**src/rtl/wb_pkg.sv**
```systemverilog
// wb_pkg: shared write-back stage constants and the lane-address width helper.
package wb_pkg;
   localparam logic [1:0] WBSEL_ALU  = 2'd0;
   localparam logic [1:0] WBSEL_MEM  = 2'd1;
   localparam logic [1:0] WBSEL_LINK = 2'd2;
   localparam logic [1:0] MEMSZ_B    = 2'd0;
   localparam logic [1:0] MEMSZ_H    = 2'd1;
   localparam logic [1:0] MEMSZ_W    = 2'd2;
   localparam logic [1:0] MEMSZ_D    = 2'd3;
   function automatic int lane_aw(input int data_w);
      return $clog2(data_w / 8);
   endfunction
endpackage

```
**src/rtl/wb_load_align.sv**
```systemverilog
// wb_load_align: extracts the addressed little-endian lane of a load and sign/zero-extends it.
//   rdata/memsize/memsigned/addr_lo in -> data (DATA_W, extended lane) and misalign out.
module wb_load_align import wb_pkg::*; #(
   parameter  int DATA_W  = 32,
   localparam int LANE_AW = lane_aw(DATA_W)
) (
   input  logic [DATA_W-1:0]  rdata,
   input  logic [1:0]         memsize,
   input  logic               memsigned,
   input  logic [LANE_AW-1:0] addr_lo,
   output logic [DATA_W-1:0]  data,
   output logic               misalign
);
   logic [DATA_W-1:0] sh_b, sh_h, sh_w, ext_b, ext_h, ext_w;
   always_comb begin
      sh_b  = rdata >> {addr_lo, 3'b000};
      sh_h  = rdata >> {addr_lo[LANE_AW-1:1], 4'b0000};
      // a 32-bit datapath has only one word lane, so the top address bit is ignored there
      sh_w  = (DATA_W == 64) ? rdata >> {addr_lo[LANE_AW-1], 5'b00000} : rdata;
      ext_b = memsigned ? DATA_W'($signed(sh_b[7:0]))  : DATA_W'(sh_b[7:0]);
      ext_h = memsigned ? DATA_W'($signed(sh_h[15:0])) : DATA_W'(sh_h[15:0]);
      ext_w = memsigned ? DATA_W'($signed(sh_w[31:0])) : DATA_W'(sh_w[31:0]);
      data  = (memsize == MEMSZ_B) ? ext_b :
              (memsize == MEMSZ_H) ? ext_h :
              (memsize == MEMSZ_W) ? ext_w : rdata;
      misalign = (memsize == MEMSZ_H) ? addr_lo[0] :
                 (memsize == MEMSZ_W) ? |addr_lo[1:0] :
                 (memsize == MEMSZ_D) ? ((DATA_W == 32) || (|addr_lo)) : 1'b0;
   end
endmodule

```
**src/rtl/wb_stage_pipe.sv**
```systemverilog
// wb_stage_pipe: MEM/WB pipeline register with result select, load align, commit and retire counter.
//   in : clk, reset (async, active-high), stall, flush, in_valid, regwrite, wbsel, memsize,
//        memsigned, addr_lo, rdata, alurslt, linkaddr, wrreg
//   out: regwrite_out, wrreg_out, wrdata, wb_valid, wb_regdata, wb_regwrite, misalign_err, retire_cnt
module wb_stage_pipe import wb_pkg::*; #(
   parameter  int DATA_W    = 32,
   parameter  int REG_AW    = 5,
   parameter  int ZERO_SUPP = 1,
   parameter  int CNT_W     = 32,
   localparam int LANE_AW   = lane_aw(DATA_W)
) (
   input  logic               clk,
   input  logic               reset,
   input  logic               stall,
   input  logic               flush,
   input  logic               in_valid,
   input  logic               regwrite,
   input  logic [1:0]         wbsel,
   input  logic [1:0]         memsize,
   input  logic               memsigned,
   input  logic [LANE_AW-1:0] addr_lo,
   input  logic [DATA_W-1:0]  rdata,
   input  logic [DATA_W-1:0]  alurslt,
   input  logic [DATA_W-1:0]  linkaddr,
   input  logic [REG_AW-1:0]  wrreg,
   output logic               regwrite_out,
   output logic [REG_AW-1:0]  wrreg_out,
   output logic [DATA_W-1:0]  wrdata,
   output logic               wb_valid,
   output logic [DATA_W-1:0]  wb_regdata,
   output logic               wb_regwrite,
   output logic               misalign_err,
   output logic [CNT_W-1:0]   retire_cnt
);
   logic [DATA_W-1:0] ld_data, wrdata_d, wrdata_q;
   logic [REG_AW-1:0] wrreg_q;
   logic [CNT_W-1:0]  cnt_q;
   logic              ld_mis, mis_d, commit_d, valid_q, regwrite_q, mis_q;

   wb_load_align #(.DATA_W(DATA_W)) u_align (
      .rdata    (rdata),
      .memsize  (memsize),
      .memsigned(memsigned),
      .addr_lo  (addr_lo),
      .data     (ld_data),
      .misalign (ld_mis)
   );

   always_comb begin
      wrdata_d = (wbsel == WBSEL_MEM)  ? ld_data  :
                 (wbsel == WBSEL_LINK) ? linkaddr : alurslt;
      // misalignment only matters for a real load; other sources ignore memsize/addr_lo
      mis_d    = in_valid & (wbsel == WBSEL_MEM) & ld_mis;
      commit_d = in_valid & regwrite & ~mis_d & ~((ZERO_SUPP != 0) && (wrreg == '0));
   end

   always_ff @(posedge clk or posedge reset) begin
      if (reset) begin
         valid_q    <= 1'b0;
         regwrite_q <= 1'b0;
         wrreg_q    <= '0;
         wrdata_q   <= '0;
         mis_q      <= 1'b0;
         cnt_q      <= '0;
      end else if (flush) begin
         valid_q    <= 1'b0;
         regwrite_q <= 1'b0;
         mis_q      <= 1'b0;
      end else if (stall) begin
         mis_q      <= 1'b0;
      end else begin
         valid_q    <= in_valid;
         regwrite_q <= commit_d;
         wrreg_q    <= wrreg;
         wrdata_q   <= wrdata_d;
         mis_q      <= mis_d;
         cnt_q      <= cnt_q + CNT_W'(commit_d);
      end
   end

   assign wb_valid     = valid_q;
   assign regwrite_out = regwrite_q;
   assign wrreg_out    = wrreg_q;
   assign wrdata       = wrdata_q;
   assign misalign_err = mis_q;
   assign retire_cnt   = cnt_q;
   assign wb_regdata   = wrdata_q;
   assign wb_regwrite  = regwrite_q;
endmodule
```
**config.mk**
```make
export PLATFORM = sky130hd
export DESIGN_NAME = wb_stage_pipe
export DESIGN_NICKNAME = d
export VERILOG_FILES = /design/src/rtl/wb_pkg.sv /design/src/rtl/wb_load_align.sv /design/src/rtl/wb_stage_pipe.sv
export SDC_FILE = /design/constraint.sdc
export NUM_CORES = 1
export LEC_CHECK = 0
export ABC_CLOCK_PERIOD_IN_PS = 2490
export CAP_MARGIN = 15
export CELL_PAD_IN_SITES_DETAIL_PLACEMENT = 1
export CELL_PAD_IN_SITES_GLOBAL_PLACEMENT = 2
export CORE_ASPECT_RATIO = 0.6
export CORE_MARGIN = 2
export CORE_UTILIZATION = 23
export DETAILED_ROUTE_END_ITERATION = 8
export PLACE_DENSITY = 0.77
export SLEW_MARGIN = 10
export SYNTH_ARGS = -nofsm -noshare
export SYNTH_HDL_FRONTEND = slang
export SYNTH_SLANG_ARGS = --single-unit
```
**constraint.sdc**
```tcl
create_clock -name clk -period 2.49 [get_ports clk]
set_input_delay 0.498 -clock clk [delete_from_list [all_inputs] [get_ports clk]]
set_output_delay 0.498 -clock clk [all_outputs]
set_load 0.01 [all_outputs]
```
==> flow_summary.yaml, run 1 <==
route:
  vias: 4835
  drc_errors: 0
  drtIter0Drc: 218
  via_per_inst: 4.81
  drtPass1Iterations: 4
  wl_mm: 19.9
  antenna_left: 0
  wire_per_inst_um: 19.8
finish:
  seq_area_sq_um: 1800
  final_cell_mix: "clkdlybuf4s50_1, nand2_1, dfrtp_1"
  multi_input_area_sq_um: 2530
  fin_cells: 1005
  antenna_cells: 0
  final_layout_size_suffix_gt1_share_pct: 15.7
  syn_to_final_growth_pct: 62.4
  n_fill_cell: 2271
  layout_commonest_cell: "clkdlybuf4s50_1"
  finish.instance_area_sq_um: 7580
  nets: 843
setup_path:
  path_buf_inv: 2
  critPathLaunchType: "input port"
  critPathMaxFanout: 4
  cpPeakStageDelay_ps: 390
  cp-end-kind: "flip-flop"
  required_ps: 2710
  crit_slowest_cell: "or3b_4"
  crit_chain: "buf_8, o21a_1, o22a_1, a21oi_2, ha_2, ha_4, or3b_4, nor4_4, buf_4, and3_4, nand4_2, xnor2_1"
  crit_type: "in -> reg"
  arrival_ps: 2720
  critPathTopFamily: "simple AND/OR/NAND/NOR gates"
synthesis:
  synthDominantCellAreaShare_pct: 38.6
  syn_nets: 631
  synth_edf_count: 0
  ys_top_cells_by_area: "dfrtp_1, nand2_1, mux2i_1"
  ys_seq_area_share_pct: 38.6
  synth.distinct_cells: 50
  yosys_most_used_dff: "dfrtp_1"
  synth_warnings: 0
  syn_avg_cell_area_sq_um: 9.06
  synth_top_area_cell: "dfrtp_1"
  synth-seq-cells: 72
  synth_cells: 515
  synthesis.area_sq_um: 4670
  ys_async_sr_fraction_pct: 100
floorplanning:
  dieArea_sq_um: 21500
  ios: 219
  die_x_um: 188
  design.core.area_sq_um: 20000
  die_y_um: 114
  placementRows: 40
  start_util_pct: 23.4
grt:
  grt_pass1_vias: 5232
  grt_max_degree: 54
  grt_antenna_before_repair: 0
  gr-total-overflow: 0
  grt_usage_pct: 18.7
  grt_pass1_wl_mm: 30.5
clock_network:
  clkSlewWorstSetupHoldPaths_ps: 70
  clk_path_buf_depth: 2
  cts.sinks: 72
  cts_max_level: 3
  ctsRootBufferMaster: "clkbuf_16"
  holdBufCountCts: 0
  tritoncts: "yes"
  clk_latency_ps: 350
  cts-buffers-inserted: 9
power_and_ir_drop:
  power.total_w: 0.00381
  clockPowerShare_pct: 32.5
  power_leakage_nw: 3.21
  p_switching_w: 0.00118
  internal-power_w: 0.00263
  combPwrFrac_pct: 30.8
  sequentialPowerShare_pct: 36.7
  peakVddDrop_v: 0.000359
  netSwitchingFraction_pct: 31.1
  power_density_nw_per_um2: 503
run_status:
  violations: "setup timing"
  outcome: "complete, but fails checks"
timing:
  rsz0062_at_grt: "true"
  tightestPinTransition_ps: 757
  slew_headroom_pct: 48.2
  clock_skew_ps: 13.1
  fin_crit_ps: 2500
  hold_viol_final: 0
  fmax_mhz: 401
  finalSetupViolations: 1
  drv_slew: 0
  setup_slack_ps: -6.12
  period_share_pct: 100
place:
  place_congestion: 0.816
  dpl.hpwl_mm: 15.6
  dp_cells: 983
  place_area_sq_um: 7180
  portBuffers: 218
min_path:
  hp-class: "in -> reg"
flow_run:
  drv_cap: 0
==> worst paths after layout <==
path | slack, ps | startpoint | to | depth (start not counted)
setup reg to reg | 430 | retire_cnt[0] | retire_cnt[26] | 8
setup / recovery | -6 | addr_lo[1] | retire_cnt[26] | 12
min in group asynchronous | 480 | reset | wb_regdata[12] | 2
max in group asynchronous | 1370 | reset | wb_regdata[14] | 3
hold reg to reg | 480 | retire_cnt[31] | retire_cnt[31] | 1
hold / removal | 360 | wrreg[3] | wrreg_out[3] | 3
==> flip-flops by register name (all words and copies together) (netlist names) <==
register and flops:
regwrite_out 1, wb_valid 1, retire_cnt 32, wb_regdata 32
wrreg_out 5, misalign_err 1
==> Yosys cell counts (all sizes together) (2+ instances only) <==
master and instances:
or3b 2, nor4 2, a21oi 16, clkbuf 21
mux2i 33, nand3 12, nor2 17, dfrtp 72
or2 3, a2111oi 16, a21o 12, and4 8
inv 4, mux2 2, a22o 4, o22ai 5
nand4 7, a211oi 9, o21ai 26, a221o 2
buf 50, xnor2 23, mux4 2, and2 3
ha 2, xor2 7, nor2b 7, a22oi 7
and3 3, o211ai 28, nor3 2, nand2 89
a221oi 7, nand2b 5
==> power by group through the flow <==
| stage | clock network, W | registers [W] | logic [W] |
|---|---|---|---|
| final | 0.00124 | 0.00140 | 0.00118 |
| after global routing | 0.00132 | 0.00142 | 0.00127 |
| after CTS | 0.00128 | 0.00140 | 0.00119 |
| after detailed placement | 0 | 0.00142 | 0.00118 |
| after global placement | 0 | 0.00141 | 0.00115 |
| after floorplan | 0 | 0.00144 | 0.000474 |
==> worst register-to-register path: stages, from the launching register on <==
cell and delay, ps:
dfrtp_1 390, ha_2 230, ha_4 130, or3b_4 390, nor4_4 130, buf_4 180, and3_4 230, nand4_2 110
xnor2_1 140
==> routing by layer <==
metal	wire, um	vias to the layer above	track usage [%]	part of all wire [%]
met5	0	-	0	0
met4	170	0	3.46	0.86
met3	1220	15	5.09	6.1
met2	8840	150	30.0	45
met1	9620	2420	25.3	48
li1	-	2250	-	-
==> kinds of logic after synthesis <==
logic type / Yosys count / share of synthesized area (%)
AND/OR/NAND/NOR: 164 / 17.6
AO/OA/AOI/OAI: 134 / 20.0
buffers and inverters: 76 / 9.06
flip-flops: 72 / 38.6
multiplexers: 37 / 8.53
XOR/XNOR: 30 / 5.63
adder cells (fa/ha/maj): 2 / 0.536
==> metrics by stage <==
| stage | hold slack (ps) | setup TNS (ps) | worst slack (ps) | util, % |
|---|---|---|---|---|
| finish | 361 | -6.12 | -6.12 | 38.0 |
| CTS | 338 | -672 | -112 | 37.8 |
| global placement | 459 | -27300 | -1000 | 35.9 |
| global route | 379 | -434 | -110 | 38.0 |
| detailed placement | 479 | -30260 | -883 | 35.9 |
| floorplan | 507 | -2350 | -348 | - |
==> final cells by class <==
type | instances | share of cell area, %
clock buffer | 10 | 3.02
multi-input combinational | 367 | 33.4
clock inverter | 6 | 0.578
tap | 273 | 4.51
inverter | 5 | 0.264
timing repair buffer | 272 | 34.4
sequential | 72 | 23.8
==> timing repair <==
action / CTS / global route
setup endpoints to repair: 43 / 28
gates resized for setup: 53 / 11
setup buffers: 6 / 2
pin swaps: 19 / 10
(Power assumes the default switching activity.)
==> run 2: changes to the inputs <==
--- a/config.mk
+++ b/config.mk
@@ -10,10 +10,10 @@
 export CELL_PAD_IN_SITES_DETAIL_PLACEMENT = 1
 export CELL_PAD_IN_SITES_GLOBAL_PLACEMENT = 2
 export CORE_ASPECT_RATIO = 0.6
-export CORE_MARGIN = 2
+export CORE_MARGIN = 1
 export CORE_UTILIZATION = 23
 export DETAILED_ROUTE_END_ITERATION = 8
-export PLACE_DENSITY = 0.77
+export PLACE_DENSITY_LB_ADDON = 0.1
 export SLEW_MARGIN = 10
 export SYNTH_ARGS = -nofsm -noshare
 export SYNTH_HDL_FRONTEND = slang
==> flow_summary.yaml, run 2 (synthesis gave the netlist of run 1 again) <==
place:
  portBuffers: 218
  place_congestion: 0.798
  dpl.hpwl_mm: 14.7
  dp_cells: 982
finish:
  seq_area_sq_um: 1800
  multi_input_area_sq_um: 2580
  n_fill_cell: 2252
  nets: 851
  final_layout_size_suffix_gt1_share_pct: 16.6
  fin_cells: 1006
  final_cell_mix: "clkdlybuf4s50_1, nand2_1, dfrtp_1"
  syn_to_final_growth_pct: 64.3
  layout_commonest_cell: "clkdlybuf4s50_1"
  antenna_cells: 0
run_status:
  outcome: "finished, final reports clean"
floorplanning:
  die_y_um: 112
  ios: 219
  placementRows: 39
  die_x_um: 186
  dieArea_sq_um: 20900
  start_util_pct: 24.0
  design.core.area_sq_um: 19400
timing:
  clock_skew_ps: 4.10
  fmax_mhz: 409
  fin_crit_ps: 2450
  period_share_pct: 98.2
  slew_headroom_pct: 52.3
  hold_viol_final: 0
  timing.hold.ws_ps: 350
  tightestPinTransition_ps: 715
  finalSetupViolations: 0
  drv_slew: 0
  fin_setup_tns_ps: 0
  rsz0062_at_grt: "true"
flow_run:
  drv_cap: 0
route:
  vias: 4777
  wire_per_inst_um: 19.3
  drtIter0Drc: 170
  drc_errors: 0
  wl_mm: 19.4
  via_per_inst: 4.75
  antenna_left: 0
  drtPass1Iterations: 4
min_path:
  hp-class: "in -> reg"
clock_network:
  ctsRootBufferMaster: "clkbuf_16"
  holdBufCountCts: 0
  tritoncts: "yes"
  cts.sinks: 72
  cts-buffers-inserted: 9
  clk_latency_ps: 330
  clkSlewWorstSetupHoldPaths_ps: 60
  cts_max_level: 3
  clk_path_buf_depth: 2
grt:
  grt_usage_pct: 18.9
  grt_max_degree: 44
  grt_pass1_vias: 4834
  grt_antenna_before_repair: 1
  grt_pass1_wl_mm: 29.8
  gr-total-overflow: 0
power_and_ir_drop:
  power_density_nw_per_um2: 501
  power_leakage_nw: 3.27
  power.total_w: 0.00384
  peakVddDrop_v: 0.000289
setup_path:
  cpPeakStageDelay_ps: 400
  arrival_ps: 2660
  critPathTopFamily: "simple AND/OR/NAND/NOR gates"
  crit_type: "in -> reg"
  crit_chain: "buf_6, o21a_1, o22a_1, a21oi_2, ha_4, ha_4, or3b_4, nor4_4, and3_4, nand3_4, xnor2_2"
  path_common_cell: "ha_4"
  required_ps: 2710
  critPathMaxFanout: 4
  cp-end-kind: "flip-flop"
  path_buf_inv: 1
  crit_slowest_cell: "or3b_4"
  critPathLaunchType: "input port"
## run 2: layout make-up
class | instances | share of cell area [%]
Clock buffer | 11 | 3.17
Inverter | 5 | 0.261
Timing Repair Buffer | 280 | 34.5
Clock inverter | 5 | 0.522
Tap cell | 266 | 4.34
Multi-Input combinational cell | 367 | 33.7
Sequential cell | 72 | 23.5
## run 2: tightest hold or removal path, cell delays in order
cell	delay [ps]
buf_6	70
nand2_1	40
nand2_1	50
## run 2: path summary, 6_finish.rpt
check / startpoint / end / slack, ps / depth (start not counted)
max in group asynchronous: reset / misalign_err / 1370 / 3
max: memsize[0] / retire_cnt[28] / 40 / 11
max reg2reg: retire_cnt[0] / retire_cnt[28] / 520 / 7
min reg2reg: wrreg_out[3] / wrreg_out[3] / 480 / 2
min: wrreg[2] / wrreg_out[2] / 350 / 3
min in group asynchronous: reset / retire_cnt[31] / 500 / 2
## run 2: layer usage
metal / global-route usage, % / routed length (um) / up-vias
met5: 0 / 13 / -
met1: 28.9 / 10100 / 2332
met3: 3.76 / 1170 / 12
met4: 3.44 / 129 / 2
li1: - / - / 2277
met2: 27.2 / 7960 / 154
## run 2: through the flow
stage                     util [%]  worst slack (ps)  instance area (sq um)
after global routing          39.5             -47.3                   7670
after global placement        37.1              -727                   7200
final                         39.5              43.7                   7670
after CTS                     39.2             -70.9                   7600
after detailed placement      37.1              -701                   7200
after floorplan                  -              -348                   4690
## run 2: what timing repair did
item	in CTS	in global routing
cloned	0	0
hold endpoints to repair	0	0
gates resized for setup	53	12
pin swaps	20	13
endpoints found under the setup margin	52	27
setup buffers	10	1
## run 2: where the power goes
group / total (W) / switching, W / internal [W]
Combinational: 0.00117 / 0.000494 / 0.000674
Clock: 0.00127 / 0.000560 / 0.000711
Sequential: 0.00140 / 0.000120 / 0.00128
Total: 0.00384 / 0.00117 / 0.00267
==> run 3: changes to the inputs <==
--- a/config.mk
+++ b/config.mk
@@ -14,6 +14,7 @@
 export CORE_UTILIZATION = 23
 export DETAILED_ROUTE_END_ITERATION = 8
 export PLACE_DENSITY_LB_ADDON = 0.1
+export RECOVER_POWER = 25
 export SLEW_MARGIN = 10
 export SYNTH_ARGS = -nofsm -noshare
 export SYNTH_HDL_FRONTEND = slang
==> flow_summary.yaml, run 3 (synthesis gave the netlist of run 1 again) <==
run_status:
  outcome: "finished, final reports clean"
clock_network:
  ctsRootBufferMaster: "clkbuf_16"
  cts-buffers-inserted: 9
  clk_latency_ps: 330
  holdBufCountCts: 0
  clkSlewWorstSetupHoldPaths_ps: 60
  cts_max_level: 3
  tritoncts: "yes"
  clk_path_buf_depth: 2
  cts.sinks: 72
timing:
  fin_setup_tns_ps: 0
  fmax_mhz: 409
  tightestPinTransition_ps: 1190
  slew_headroom_pct: 20.3
  rsz0062_at_grt: "true"
  clock_skew_ps: 3.62
  finalSetupViolations: 0
  period_share_pct: 98.2
  drv_slew: 0
  hold_viol_final: 0
  fin_crit_ps: 2450
place:
  place_congestion: 0.798
  portBuffers: 218
  dpl.hpwl_mm: 14.7
grt:
  grt_pass1_vias: 4834
  grt_antenna_before_repair: 1
  grt_max_degree: 44
  grt_usage_pct: 18.9
  gr-total-overflow: 0
  grt_pass1_wl_mm: 29.8
route:
  wl_mm: 19.4
  drtIter0Drc: 203
  antenna_left: 0
  drtPass1Iterations: 4
  via_per_inst: 4.75
  drc_errors: 0
  vias: 4782
  wire_per_inst_um: 19.3
power_and_ir_drop:
  power_leakage_nw: 3.25
  peakVddDrop_v: 0.000289
  combPwrFrac_pct: 30.3
  p_switching_w: 0.00117
  clockPowerShare_pct: 33.2
  netSwitchingFraction_pct: 30.6
  sequentialPowerShare_pct: 36.5
  power_density_nw_per_um2: 502
  internal-power_w: 0.00266
  power.total_w: 0.00383
floorplanning:
  dieArea_sq_um: 20900
  die_y_um: 112
  start_util_pct: 24.0
  die_x_um: 186
  design.core.area_sq_um: 19400
  placementRows: 39
  ios: 219
min_path:
  hp-class: "in -> reg"
finish:
  final_cell_mix: "clkdlybuf4s50_1, nand2_1, dfrtp_1"
  layout_commonest_cell: "clkdlybuf4s50_1"
  antenna_cells: 0
  syn_to_final_growth_pct: 63.7
  final_layout_size_suffix_gt1_share_pct: 16.2
  nets: 851
setup_path:
  required_ps: 2710
  crit_slowest_cell: "or3b_4"
  path_common_cell: "ha_4"
  path_buf_inv: 1
  cp-end-kind: "flip-flop"
  crit_chain: "buf_6, o21a_1, o22a_1, a21oi_2, ha_4, ha_4, or3b_4, nor4_4, and3_4, nand3_4, xnor2_2"
  critPathTopFamily: "simple AND/OR/NAND/NOR gates"
  cpPeakStageDelay_ps: 400
  critPathLaunchType: "input port"
  crit_type: "in -> reg"
  critPathMaxFanout: 4
  arrival_ps: 2660
flow_run:
  drv_cap: 0
-- run 3: cell count changes in the layout (fill, tap and decap cells not counted) --
cell,before,now
buf_12,1,0
buf_4,57,55
clkbuf_1,1,3
clkbuf_4,0,1
clkdlybuf4s50_1,205,204
clkinv_2,1,0
clkinvlp_2,0,1
dlygate4sd3_1,0,1
nor2_1,13,14
nor2_4,2,1
-- run 3: worst paths after layout --
kind                               start              to  slack (ps)  cells after the start
max in group asynchronous          reset    wrreg_out[4]         430                      3
max reg2reg                retire_cnt[0]  retire_cnt[28]         520                      7
min                             wrreg[2]    wrreg_out[2]         350                      3
min reg2reg                 wrreg_out[3]    wrreg_out[3]         480                      2
min in group asynchronous          reset  retire_cnt[31]         860                      2
max                           memsize[0]  retire_cnt[28]          40                     11
-- run 3: timing repair --
item | in CTS | in global routing
pin swaps | 20 | 13
buffers inserted | 10 | 1
setup endpoints to repair | 52 | 27
gates resized for setup | 53 | 12
-- run 3: layout make-up --
| cell class | count | area [sq um] |
|---|---|---|
| Clock buffer | 11 | 243 |
| Clock inverter | 5 | 40.0 |
| Fill cell | 2257 | 11800 |
| Inverter | 5 | 20.0 |
| Multi-Input combinational cell | 367 | 2570 |
| Sequential cell | 72 | 1800 |
| Tap cell | 266 | 333 |
| Timing Repair Buffer | 280 | 2630 |
-- run 3: power groups by stage --
| stage | logic (W) | registers, W | clock network [W] |
|---|---|---|---|
| 6_report | 0.00116 | 0.00140 | 0.00127 |
| 4_1_cts | 0.00118 | 0.00140 | 0.00132 |
| 5_1_grt | 0.00126 | 0.00142 | 0.00136 |
| 2_1_floorplan | 0.000474 | 0.00144 | 0 |
| 3_5_place_dp | 0.00117 | 0.00142 | 0 |
| 3_3_place_gp | 0.00116 | 0.00141 | 0 |
-- run 3: metal layers --
layer	share of wire, %	vias to the layer above	GRT usage, %	routed length [um]
met5	0.067	-	0	13
met4	0.67	2	3.44	130
met3	6.0	12	3.76	1160
met2	41	149	27.2	8000
met1	52	2339	28.9	10100
li1	-	2280	-	-
-- run 3: stage by stage --
step | area (sq um) | setup slack (ps) | instances | hold slack, ps | util [%]
after floorplan | 4690 | -348 | 515 | 507 | -
after detailed placement | 7200 | -701 | 982 | 469 | 37.1
final | 7640 | 44.4 | 1006 | 350 | 39.3
after global routing | 7640 | -47.3 | 1006 | 374 | 39.3
after global placement | 7200 | -727 | 982 | 457 | 37.1
after CTS | 7600 | -70.9 | 1007 | 365 | 39.2
-- run 3: tightest hold or removal path, delay by kind of cell --
kind,cells,cell delay (ps)
buffers and inverters,1,70
and+or+nand+nor,2,90
